[src/rtl/dct_coeff_huffman_encoder.sv]
// Bit-serial MPEG-1 DCT coefficient VLC encoder (ISO/IEC 11172-2 dct_coefficients).
// One (run, level) or EOB symbol per handshake; codeword shifted out MSB-first.
module dct_coeff_huffman_encoder (
  input  logic       clk,
  input  logic       reset,
  input  logic       sym_valid,
  output logic       sym_ready,
  input  logic [5:0] sym_run,
  input  logic [8:0] sym_level,
  input  logic       sym_first,
  input  logic       sym_eob,
  output logic       data_valid,
  output logic       data,
  output logic       data_last,
  input  logic       data_ready
);

  typedef enum logic {IDLE, SHIFT} state_t;

  state_t      state;
  logic [27:0] sreg;
  logic [4:0]  cnt;
  logic [27:0] code_word;
  logic [4:0]  code_len;
  logic [8:0]  level_abs;
  logic        sign;
  logic [20:0] vlc;
  logic        accept;

  // Table VLC without the sign bit, returned as {length, code}; length 0 = not in table.
  // Codes are right-aligned values; their leading zeros are implied by the length.
  function automatic logic [20:0] vlc_lookup(input logic [5:0] run, input logic [8:0] lvl);
    logic [20:0] r;
    logic [5:0]  l;
    l = lvl[5:0];
    r = '0;
    if (lvl[8:6] != 3'd0) r = '0;
    else if (run == 6'd0 && l >= 6'd16 && l <= 6'd31) r = {5'd14, 10'd0, 6'd47 - l};
    else if (run == 6'd0 && l >= 6'd33 && l <= 6'd40) r = {5'd15, 10'd0, 6'd56 - l};
    else if (run == 6'd1 && l >= 6'd8  && l <= 6'd14) r = {5'd15, 10'd0, 6'd39 - l};
    else if (run == 6'd1 && l >= 6'd15 && l <= 6'd18) r = {5'd16, 10'd0, 6'd34 - l};
    else begin
      case ({run, l})
        {6'd1, 6'd1}: r = {5'd3, 16'd3};   {6'd0, 6'd2}: r = {5'd4, 16'd4};   {6'd2, 6'd1}: r = {5'd4, 16'd5};
        {6'd0, 6'd3}: r = {5'd5, 16'd5};   {6'd3, 6'd1}: r = {5'd5, 16'd7};   {6'd4, 6'd1}: r = {5'd5, 16'd6};
        {6'd1, 6'd2}: r = {5'd6, 16'd6};   {6'd5, 6'd1}: r = {5'd6, 16'd7};   {6'd6, 6'd1}: r = {5'd6, 16'd5};
        {6'd7, 6'd1}: r = {5'd6, 16'd4};   {6'd0, 6'd4}: r = {5'd7, 16'd6};   {6'd2, 6'd2}: r = {5'd7, 16'd4};
        {6'd8, 6'd1}: r = {5'd7, 16'd7};   {6'd9, 6'd1}: r = {5'd7, 16'd5};
        {6'd0, 6'd5}: r = {5'd8, 16'd38};  {6'd0, 6'd6}: r = {5'd8, 16'd33};  {6'd1, 6'd3}: r = {5'd8, 16'd37};
        {6'd3, 6'd2}: r = {5'd8, 16'd36};  {6'd10, 6'd1}: r = {5'd8, 16'd39}; {6'd11, 6'd1}: r = {5'd8, 16'd35};
        {6'd12, 6'd1}: r = {5'd8, 16'd34}; {6'd13, 6'd1}: r = {5'd8, 16'd32};
        {6'd0, 6'd7}: r = {5'd10, 16'd10}; {6'd1, 6'd4}: r = {5'd10, 16'd12}; {6'd2, 6'd3}: r = {5'd10, 16'd11};
        {6'd4, 6'd2}: r = {5'd10, 16'd15}; {6'd5, 6'd2}: r = {5'd10, 16'd9};  {6'd14, 6'd1}: r = {5'd10, 16'd14};
        {6'd15, 6'd1}: r = {5'd10, 16'd13}; {6'd16, 6'd1}: r = {5'd10, 16'd8};
        {6'd0, 6'd8}: r = {5'd12, 16'd29};  {6'd0, 6'd9}: r = {5'd12, 16'd24};  {6'd0, 6'd10}: r = {5'd12, 16'd19};
        {6'd0, 6'd11}: r = {5'd12, 16'd16}; {6'd1, 6'd5}: r = {5'd12, 16'd27};  {6'd2, 6'd4}: r = {5'd12, 16'd20};
        {6'd3, 6'd3}: r = {5'd12, 16'd28};  {6'd4, 6'd3}: r = {5'd12, 16'd18};  {6'd6, 6'd2}: r = {5'd12, 16'd30};
        {6'd7, 6'd2}: r = {5'd12, 16'd21};  {6'd8, 6'd2}: r = {5'd12, 16'd17};  {6'd17, 6'd1}: r = {5'd12, 16'd31};
        {6'd18, 6'd1}: r = {5'd12, 16'd26}; {6'd19, 6'd1}: r = {5'd12, 16'd25}; {6'd20, 6'd1}: r = {5'd12, 16'd23};
        {6'd21, 6'd1}: r = {5'd12, 16'd22};
        {6'd0, 6'd12}: r = {5'd13, 16'd26}; {6'd0, 6'd13}: r = {5'd13, 16'd25}; {6'd0, 6'd14}: r = {5'd13, 16'd24};
        {6'd0, 6'd15}: r = {5'd13, 16'd23}; {6'd1, 6'd6}: r = {5'd13, 16'd22};  {6'd1, 6'd7}: r = {5'd13, 16'd21};
        {6'd2, 6'd5}: r = {5'd13, 16'd20};  {6'd3, 6'd4}: r = {5'd13, 16'd19};  {6'd5, 6'd3}: r = {5'd13, 16'd18};
        {6'd9, 6'd2}: r = {5'd13, 16'd17};  {6'd10, 6'd2}: r = {5'd13, 16'd16}; {6'd22, 6'd1}: r = {5'd13, 16'd31};
        {6'd23, 6'd1}: r = {5'd13, 16'd30}; {6'd24, 6'd1}: r = {5'd13, 16'd29}; {6'd25, 6'd1}: r = {5'd13, 16'd28};
        {6'd26, 6'd1}: r = {5'd13, 16'd27};
        {6'd0, 6'd32}: r = {5'd15, 16'd24};
        {6'd6, 6'd3}: r = {5'd16, 16'd20};  {6'd11, 6'd2}: r = {5'd16, 16'd26}; {6'd12, 6'd2}: r = {5'd16, 16'd25};
        {6'd13, 6'd2}: r = {5'd16, 16'd24}; {6'd14, 6'd2}: r = {5'd16, 16'd23}; {6'd15, 6'd2}: r = {5'd16, 16'd22};
        {6'd16, 6'd2}: r = {5'd16, 16'd21}; {6'd27, 6'd1}: r = {5'd16, 16'd31}; {6'd28, 6'd1}: r = {5'd16, 16'd30};
        {6'd29, 6'd1}: r = {5'd16, 16'd29}; {6'd30, 6'd1}: r = {5'd16, 16'd28}; {6'd31, 6'd1}: r = {5'd16, 16'd27};
        default: r = '0;
      endcase
    end
    return r;
  endfunction

  assign accept    = sym_valid & sym_ready;
  assign data      = sreg[27];
  assign sym_ready = ~reset & ((state == IDLE) | (data_last & data_ready));

  // Form the left-aligned codeword and its length from the offered symbol.
  always_comb begin
    sign      = sym_level[8];
    level_abs = sym_level[8] ? (~sym_level + 9'd1) : sym_level;
    vlc       = vlc_lookup(sym_run, level_abs);
    code_word = '0;
    code_len  = '0;
    if (sym_eob) begin
      code_word = {2'b10, 26'd0};
      code_len  = 5'd2;
    end else if (sym_run == 6'd0 && level_abs == 9'd1) begin
      if (sym_first) begin
        code_word = {1'b1, sign, 26'd0};
        code_len  = 5'd2;
      end else begin
        code_word = {2'b11, sign, 25'd0};
        code_len  = 5'd3;
      end
    end else if (vlc[20:16] != 5'd0) begin
      code_word = {11'd0, vlc[15:0], sign} << (5'd27 - vlc[20:16]);
      code_len  = vlc[20:16] + 5'd1;
    end else if (level_abs[8:7] != 2'b00) begin
      // |level| >= 128 (and -256): marker byte 0x00/0x80 then the low level byte.
      code_word = {6'b000001, sym_run, sign, 7'd0, sym_level[7:0]};
      code_len  = 5'd28;
    end else begin
      code_word = {6'b000001, sym_run, sym_level[7:0], 8'd0};
      code_len  = 5'd20;
    end
  end

  // Control FSM and output shift register; a final-bit transfer may reload directly.
  always_ff @(posedge clk or posedge reset) begin
    if (reset) begin
      state      <= IDLE;
      sreg       <= '0;
      cnt        <= '0;
      data_valid <= 1'b0;
      data_last  <= 1'b0;
    end else if (accept) begin
      state      <= SHIFT;
      sreg       <= code_word;
      cnt        <= code_len;
      data_valid <= 1'b1;
      data_last  <= (code_len == 5'd1);
    end else if (state == SHIFT && data_ready) begin
      sreg      <= sreg << 1;
      cnt       <= cnt - 5'd1;
      data_last <= (cnt == 5'd2);
      if (cnt == 5'd1) begin
        state      <= IDLE;
        data_valid <= 1'b0;
      end
    end
  end

endmodule

[config.mk]
export PLATFORM = sky130hd
export DESIGN_NAME = dct_coeff_huffman_encoder
export DESIGN_NICKNAME = d
export VERILOG_FILES = /design/src/rtl/dct_coeff_huffman_encoder.sv
export SDC_FILE = /design/constraint.sdc
export NUM_CORES = 1
export LEC_CHECK = 0
export CAP_MARGIN = 0
export CORE_MARGIN = 4
export CORE_UTILIZATION = 63
export DETAILED_ROUTE_END_ITERATION = 6
export PLACE_DENSITY_LB_ADDON = 0.05
export REMOVE_ABC_BUFFERS = 1
export SETUP_SLACK_MARGIN = 0.5
export SLEW_MARGIN = 25
export SYNTH_ARGS = -nofsm -noshare
export SYNTH_HDL_FRONTEND = slang
export SYNTH_SLANG_ARGS = --single-unit
[constraint.sdc]
create_clock -name clk -period 2.36 [get_ports clk]
set_clock_uncertainty 0.1 [all_clocks]
set_input_delay 0.472 -clock clk [delete_from_list [all_inputs] [get_ports clk]]
set_output_delay 0.472 -clock clk [all_outputs]
set_load 0.05 [all_outputs]
==> metrics.txt, run 1 <==
input/output buffers 24; main combinational cell family by area after synthesis compound AO/OA/AOI/OAI gates; Cells after Synth between 800 and 900; #FFs+latches synth 35; CTS sink cnt 35; post-synth cell types 102; Compound-Gate Fraction of Synth Area 0.353; stage reached clock tree synthesis (4_1_cts); tool error [ERROR DPL-0038] Utilization greater than 100%, impossible to legalize; Synth Area in Adders 0.0384; Synth Area in Simple Gates 0.343; Synth Area in XOR/XNOR 0.0269; initial core utilization 0.659; post-synthesis mux area share 0.0209; site row count 34; register area share after synthesis 0.150; mapped cell area 5860 um^2; GPL Wtd Cong 1.22; Top FF cell, synth dfrtp_1; Post-synth EDFFs 0; dpl hpwl 20900 um; FFs w/ async S/R, synth 1.00; H-tree level count 2; post_cts resized 230; Post-Syn Area per Cell 6.96 um^2; synthesis warning total 0; Die Width roughly 100 um; die height 104 um; CTS buffer count 5; clock buffer depth 2; I/O Pins 25; hold_buf cts 0; Root Buffer clkbuf_8; dpl cell area 8060 um^2; status aborted with a tool error; post-CTS setup buffers 32
-- Yosys cell counts (12+ instances only) --
cell | number | area [um^2]
o31ai_1 | 13 | 97.6
dfrtp_1 | 35 | 876
nor4_1 | 14 | 87.6
xnor2_1 | 13 | 114
nand3_1 | 31 | 155
nor3_1 | 33 | 165
inv_1 | 18 | 67.6
ha_1 | 18 | 225
a21oi_1 | 56 | 280
buf_2 | 24 | 120
nand2b_1 | 16 | 100
nand2_1 | 87 | 327
clkbuf_1 | 35 | 131
a31oi_1 | 23 | 144
o21ai_0 | 54 | 270
nor2_1 | 82 | 308
and3_1 | 12 | 75.1
o22ai_1 | 17 | 106
-- per-stage QoR --
| stage | setup TNS [ps] | setup WS (ps) | hold slack (ps) | cells |
|---|---|---|---|---|
| global placement | -83710 | -2580 | 372 | 1185 |
| floorplan | -77680 | -2560 | 357 | 771 |
| detailed placement | -95930 | -3010 | 380 | 1185 |
-- logic make-up after synthesis --
group           count (synthesis)
xor+xnor                       18
buf+inv                        92
compound gates                293
fa+ha+maj                      18
simple gates                  374
flops                          35
mux                            12
==> run 2: changes to the inputs <==
- CORE_UTILIZATION: 63 -> 40
- PLACE_DENSITY_LB_ADDON: 0.05 -> 0.15
- SETUP_SLACK_MARGIN: 0.5 -> default
==> run 2 against run 1 <==
Effect of this change: the flow now finishes, with violations (design-rule violations, negative setup slack); synthesized area did not move; synthesized cell count did not move.
==> metrics.txt, run 2 <==
most frequent cells in the layout 305 x buf_4, 76 x nand2_1, 66 x nor2_1; Max transition margin 0.129; vias in the first global route 8699; input/output buffers 24 (unchanged); P_sw 1.96 mW; antenna cells 0; #FFs+latches synth 35 (unchanged); CP max stage cell or3_1; Net Sw Frac 0.447; failing checks design-rule violations, negative setup slack; Logic pwr share 0.598; main combinational cell family by area after synthesis compound AO/OA/AOI/OAI gates; Yosys top cell by area dfrtp_1; first-pass GRT wire length 47400 um; number of flip-flops in the largest register 28; Clock Latency Late Sink around 290 ps; Cells after Synth 842 (unchanged); post-synth cell types 102 (unchanged); Commonest cells post-synth 87 x nand2_1, 82 x nor2_1, 56 x a21oi_1; Clock power frac 0.153; Die Width 129 um (+24%); H-tree level count 2 (unchanged); VDD IR max 0.000344 V; drt first pass iters 7; Area contributors post-synth dfrtp_1 15%, nand2_1 5.6%, nor2_1 5.3%; CTS sink cnt 35 (unchanged); Total GRT Usage 0.357; I/O Pins 25 (unchanged); Top FF cell, synth dfrtp_1; register area share after synthesis 0.150 (unchanged); Iter 0 DRT Violations 1171; Synth Area in Simple Gates 0.343 (unchanged); status finished with violations; Reg power frac 0.249; DR vias 9222; detail-routed via count per cell 6.87; clock buffer depth 2 (unchanged); CP endpoint kind flip-flop; CP cell instances buf_8, inv_6, ha_4, nand2_4, o21ai_4, buf_6, ha_4, or3b_4, a21oi_4, a311oi_2, nor3_2, nor3_2, nand4_4, nor3b_4, buf_6, a21oi_4, inv_2, ha_4, nand2_2, or2_4, nor2_4, a31oi_1, or3_1, o41ai_2; mapped cell area 5860 um^2 (unchanged); Core Region 14100 um^2; Synth top area share 0.150 (unchanged); FMAX around 240 MHz; crit path DAT 4320 ps; Pint 2.42 mW; Max FO, Critical Path 5; CTS buffer count 5 (unchanged); Synth-to-Final Area Change 76.6%; Clk pin slew, worst setup/hold paths approximately 60 ps; most common cell after layout, fill and taps aside buf_4; fin crit period 4230 ps; initial core utilization 0.416 (-0.243); WS Path Type in -> reg; FFs w/ async S/R, synth 1.00 (unchanged); most common cell in the netlist nand2_1; final hold violation count 0; Final nets 1200; CTS tree built; final worst slack -1870 ps; site row count 43 (+26%); Post-synth EDFFs 0 (unchanged); Top Registers sreg: 28 flops, cnt: 5 flops; detailed-route wire length per cell 25.1 um; die height 129 um (+24%); Compound-Gate Fraction of Synth Area 0.353 (unchanged); largest register by flop count sreg; Post-Syn Area per Cell 6.96 um^2 (unchanged); synthesis warning total 0 (unchanged); critical path's most frequent cell ha_4; initial antenna violation count 0; drt total wl 33700 um; share of cells above drive strength 1 0.503; Max-Cap Viols 0; Synth Area in XOR/XNOR 0.0269 (unchanged); slowest cell delay on critical path 390 ps; Die Area 16600 um^2; Hold Crit Class in -> async; post-synthesis mux area share 0.0209 (unchanged); Root Buffer clkbuf_16; RSZ-0062 raised after global routing true; GPL Wtd Cong 1.01 (-17%); Power Dens Cells 424 nW/um^2; setup violators final 34; dpl cell area 8270 um^2 (+2.6%); Final period util 1.79; worst-margin pin slew 1300 ps; post-route cell area 10300 um^2; count of pins over their slew limit 0; CP Data Required Time approximately 2500 ps; Final ANT Viol Nets 0; Overflow after GRT 0; Synth Area in Adders 0.0384 (unchanged); largest net degree at the start of global routing 37; Leakage 4.23 nW; total power 4.38 mW; dpl hpwl 21600 um (+3.1%); hold_buf cts 0 (unchanged); Remaining DRCs 1; Critical Path Start Type input pin
[run 2: critical path: cells and delay by family]
kind,cells,cell delay [ps]
compound gates,6,740
fa+ha+maj,3,510
buf+inv,5,530
simple gates,10,2030
[run 2: cell families (layout without fill, tap and decap cells)]
logic type	Yosys count	count (layout)
AO/OA/AOI/OAI	293	293
buffers and inverters	92	412
AND/OR/NAND/NOR	374	374
multiplexers	12	12
flip-flops	35	35
adder cells (fa/ha/maj)	18	18
XOR/XNOR	18	18
[run 2: worst paths after layout]
path,from,end,slack (ps),depth (start not counted)
max reg2reg,data_last,sreg[14],-380,8
max in group asynchronous,reset,cnt[3],1370,3
min reg2reg,sreg[3],sreg[3],400,1
min in group clk,sreg[3],sreg[3],400,1
max,sym_level[1],sreg[14],-1870,24
min,reset,state,310,2
[run 2: layout make-up]
cell class | instances | area (um^2)
Clock buffer | 6 | 129
Clock inverter | 2 | 12.5
Fill cell | 995 | 3750
Inverter | 21 | 90.1
Multi-Input combinational cell | 715 | 5760
Sequential cell | 35 | 876
Tap cell | 180 | 225
Timing Repair Buffer | 383 | 3250
[run 2: power by group through the flow]
stage / clock network [mW] / registers (mW) / logic [mW]
final: 0.671 / 1.09 / 2.62
after global routing: 0.698 / 1.11 / 2.78
after CTS: 0.657 / 1.06 / 2.29
after detailed placement: 0 / 1.06 / 2.10
after global placement: 0 / 1.05 / 2.05
after floorplan: 0 / 1.08 / 1.11
[run 2: repair_timing]
item / in CTS / in global routing
pin swaps: 79 / 67
setup endpoints to repair: 34 / 34
endpoints found under the hold margin: 0 / 0
gates resized for setup: 214 / 117
gates cloned: 3 / 1
buffers inserted: 41 / 26
[run 2: per-stage QoR]
stage                     TNS [ps]  worst slack (ps)  std cells  hold slack [ps]   util
after floorplan             -77680             -2560        771              357      -
after global placement     -101970             -3340       1268              379  0.587
after detailed placement   -101470             -3320       1268              392  0.587
after CTS                   -54240             -1720       1319              326  0.681
after global routing        -60990             -1960       1342              347  0.734
final                       -58480             -1870       1342              314  0.734
[run 2: layer usage]
layer,track usage,up-vias,part of all wire
met1,0.424,4350,0.34
met4,0.222,0,0.091
met3,0.0602,281,0.10
met2,0.601,741,0.46
li1,-,3850,-
met5,0,-,0
(Power assumes the default switching activity.)
==> run 3: changes to the inputs <==
- MAX_ROUTING_LAYER: default -> met4
- TNS_END_PERCENT: default -> 20
==> run 3 against run 2 <==
Effect of this change: the run ends with negative setup slack left; sequential share of layout area rose by 0.69 points; combinational power fell by 8.4%; maximum frequency fell by 0.27%; clock power fell by 2%; cell count fell by 3.2%; register-to-register slack improved by 240 ps; critical path depth fell by 1; die area did not move; design area fell by 7.6%; wire length fell by 13%; setup slack got worse by 11 ps; first-iteration DRC count fell by 17%; largest power group unchanged; highest routed layer unchanged.
==> metrics.txt, run 3 (same netlist as run 2, synthesis figures left out) <==
status finished with violations; failing checks negative setup slack; Power Dens Cells 432 nW/um^2 (+2.0%); Root Buffer clkbuf_16; CP max stage cell a311oi_4; Max-Cap Viols 0 (unchanged); Max FO, Critical Path 15 (+10); fin crit period 4240 ps (+11.4 ps); initial core utilization 0.416 (unchanged); input/output buffers 24 (unchanged); site row count 43 (unchanged); Die Area 16600 um^2 (unchanged); met2 Usage GRT 0.585 (-0.0155); drt total wl 29400 um (-13%); Final ANT Viol Nets 0 (unchanged); WS Path Type in -> reg; CTS buffer count 5 (unchanged); Leakage 3.89 nW (-8.1%); count of pins over their slew limit 0 (unchanged); Synth-to-Final Area Change 63.2%; RSZ-0062 raised after global routing true; antenna cells 0 (unchanged); H-tree level count 2 (unchanged); Core Region 14100 um^2 (unchanged); worst-margin pin slew 915 ps (-382 ps); drt first pass iters 6 (-1); Remaining DRCs 0 (-1); CP Buf/Inv Count 7 (+2); Final period util 1.80 (+0.00485); largest register by flop count sreg; Hold Crit Class reg -> reg; Final nets 1157 (-3.6%); final hold violation count 0 (unchanged); largest net degree at the start of global routing 37 (unchanged); Critical Path Start Type input pin; Iter 0 DRT Violations 972 (-17%); crit path DAT 4330 ps (about the same); share of cells above drive strength 1 0.442 (-0.0611); CTS tree built; most common cell after layout, fill and taps aside buf_4; die height 129 um (unchanged); Final TNS setup -58710 ps (-236 ps); setup violators final 34 (unchanged); FMAX 236 MHz (-0.27%); clock buffer depth 2 (unchanged); critical path's most frequent cell buf_4; DR vias 8451 (-8.4%); Clk pin slew, worst setup/hold paths 60 ps (about the same); most frequent cells in the layout 286 x buf_4, 80 x nand2_1, 72 x nor2_1; Clock Latency Late Sink 290 ps (about the same); CTS sink cnt 35 (unchanged); initial antenna violation count 0 (unchanged); CP endpoint kind flip-flop; vias in the first global route 8282 (-4.8%); Die Width 129 um (unchanged); final worst slack -1880 ps (-11.4 ps); Max transition margin 0.385 (+0.256); GPL Wtd Cong 1.06 (+5.3%); busiest grt layer met2; detail-routed via count per cell 6.51 (-5.3%); VDD IR max 0.000268 V (-22%); first-pass GRT wire length 45700 um (-3.7%); CP Data Required Time 2450 ps (about the same); Overflow after GRT 0 (unchanged); Setup WS pre-CTS -3410 ps (-90.8 ps); cell family with the largest share of critical-path delay simple AND/OR/NAND/NOR gates; I/O Pins 25 (unchanged); Top Registers sreg: 28 flops, cnt: 5 flops; Total GRT Usage 0.355 (-0.00258); CP cell instances buf_8, inv_6, ha_4, nand2_4, o21ai_4, buf_6, ha_4, or3b_4, a21oi_4, a311oi_4, nor3_2, nor3_4, nand4_4, nor3b_4, buf_6, a21oi_4, buf_4, buf_4, buf_4, and2_4, o311ai_4, nand3_2, a221oi_2; met1 Use GR 0.427 (+0.00245); M3 GR Usage 0.0425 (-0.0177); dpl hpwl 21700 um (+0.57%); detailed-route wire length per cell 22.6 um (-10%); slowest cell delay on critical path 350 ps (-40 ps); number of flip-flops in the largest register 28 (unchanged)
-- run 3: cell count changes in the layout (fill, tap and decap cells not counted), moves of 5 or more --
cell and delta:
buf_6 -20, a21oi_1 +5, nor2_1 +6, a21oi_2 -5, buf_4 -19, nor3_1 +5
-- run 3: metal layers --
| layer | wire [um] | up-vias |
|---|---|---|
| met2 | 13800 | 532 |
| li1 | - | 3759 |
| met4 | 2060 | 0 |
| met5 | 0 | - |
| met1 | 11100 | 3991 |
| met3 | 2320 | 169 |
-- run 3: final timing paths --
path                            cells after the start  slack [ps]          from       end
worst min-delay path                                1         390       sreg[1]   sreg[1]
worst min register to register                      1         390       sreg[1]   sreg[1]
min in group asynchronous                           3         480         reset   sreg[8]
worst max register to register                      8        -140     data_last  sreg[14]
worst max-delay path                               23       -1880  sym_level[0]   sreg[9]
max in group asynchronous                           3        1450         reset    cnt[4]
-- run 3: area by class of cell --
type                            count  area, um^2
Timing Repair Buffer              340        2830
Inverter                           21        88.8
Clock buffer                        6         129
Clock inverter                      2        12.5
Tap cell                          180         225
Sequential cell                    35         876
Multi-Input combinational cell    715        5400
Fill cell                        1150        4530
-- run 3: through the flow --
stage | cell area (um^2) | power, mW | util | hold WS, ps | instances
after global routing | 9560 | 4.36 | 0.678 | 411 | 1299
after detailed placement | 8240 | 3.16 | 0.585 | 377 | 1264
after CTS | 9280 | 4.00 | 0.658 | 389 | 1293
final | 9560 | 4.13 | 0.678 | 387 | 1299
after global placement | 8240 | 3.11 | 0.585 | 376 | 1264
after floorplan | 5540 | 2.19 | - | 357 | 771
-- run 3: timing repair --
item,in CTS,in global routing
setup endpoints to repair,34,34
hold buffers,0,0
pin swaps,51,28
gates cloned,1,0
hold endpoints to repair,0,0
resized for setup,168,62
buffers inserted,21,7
-- run 3: where the power goes --
group          leakage [nW]  internal, mW  switching [mW]
Combinational          3.39          1.08            1.32
Clock                0.0669         0.390           0.266
Sequential            0.428         0.875           0.195
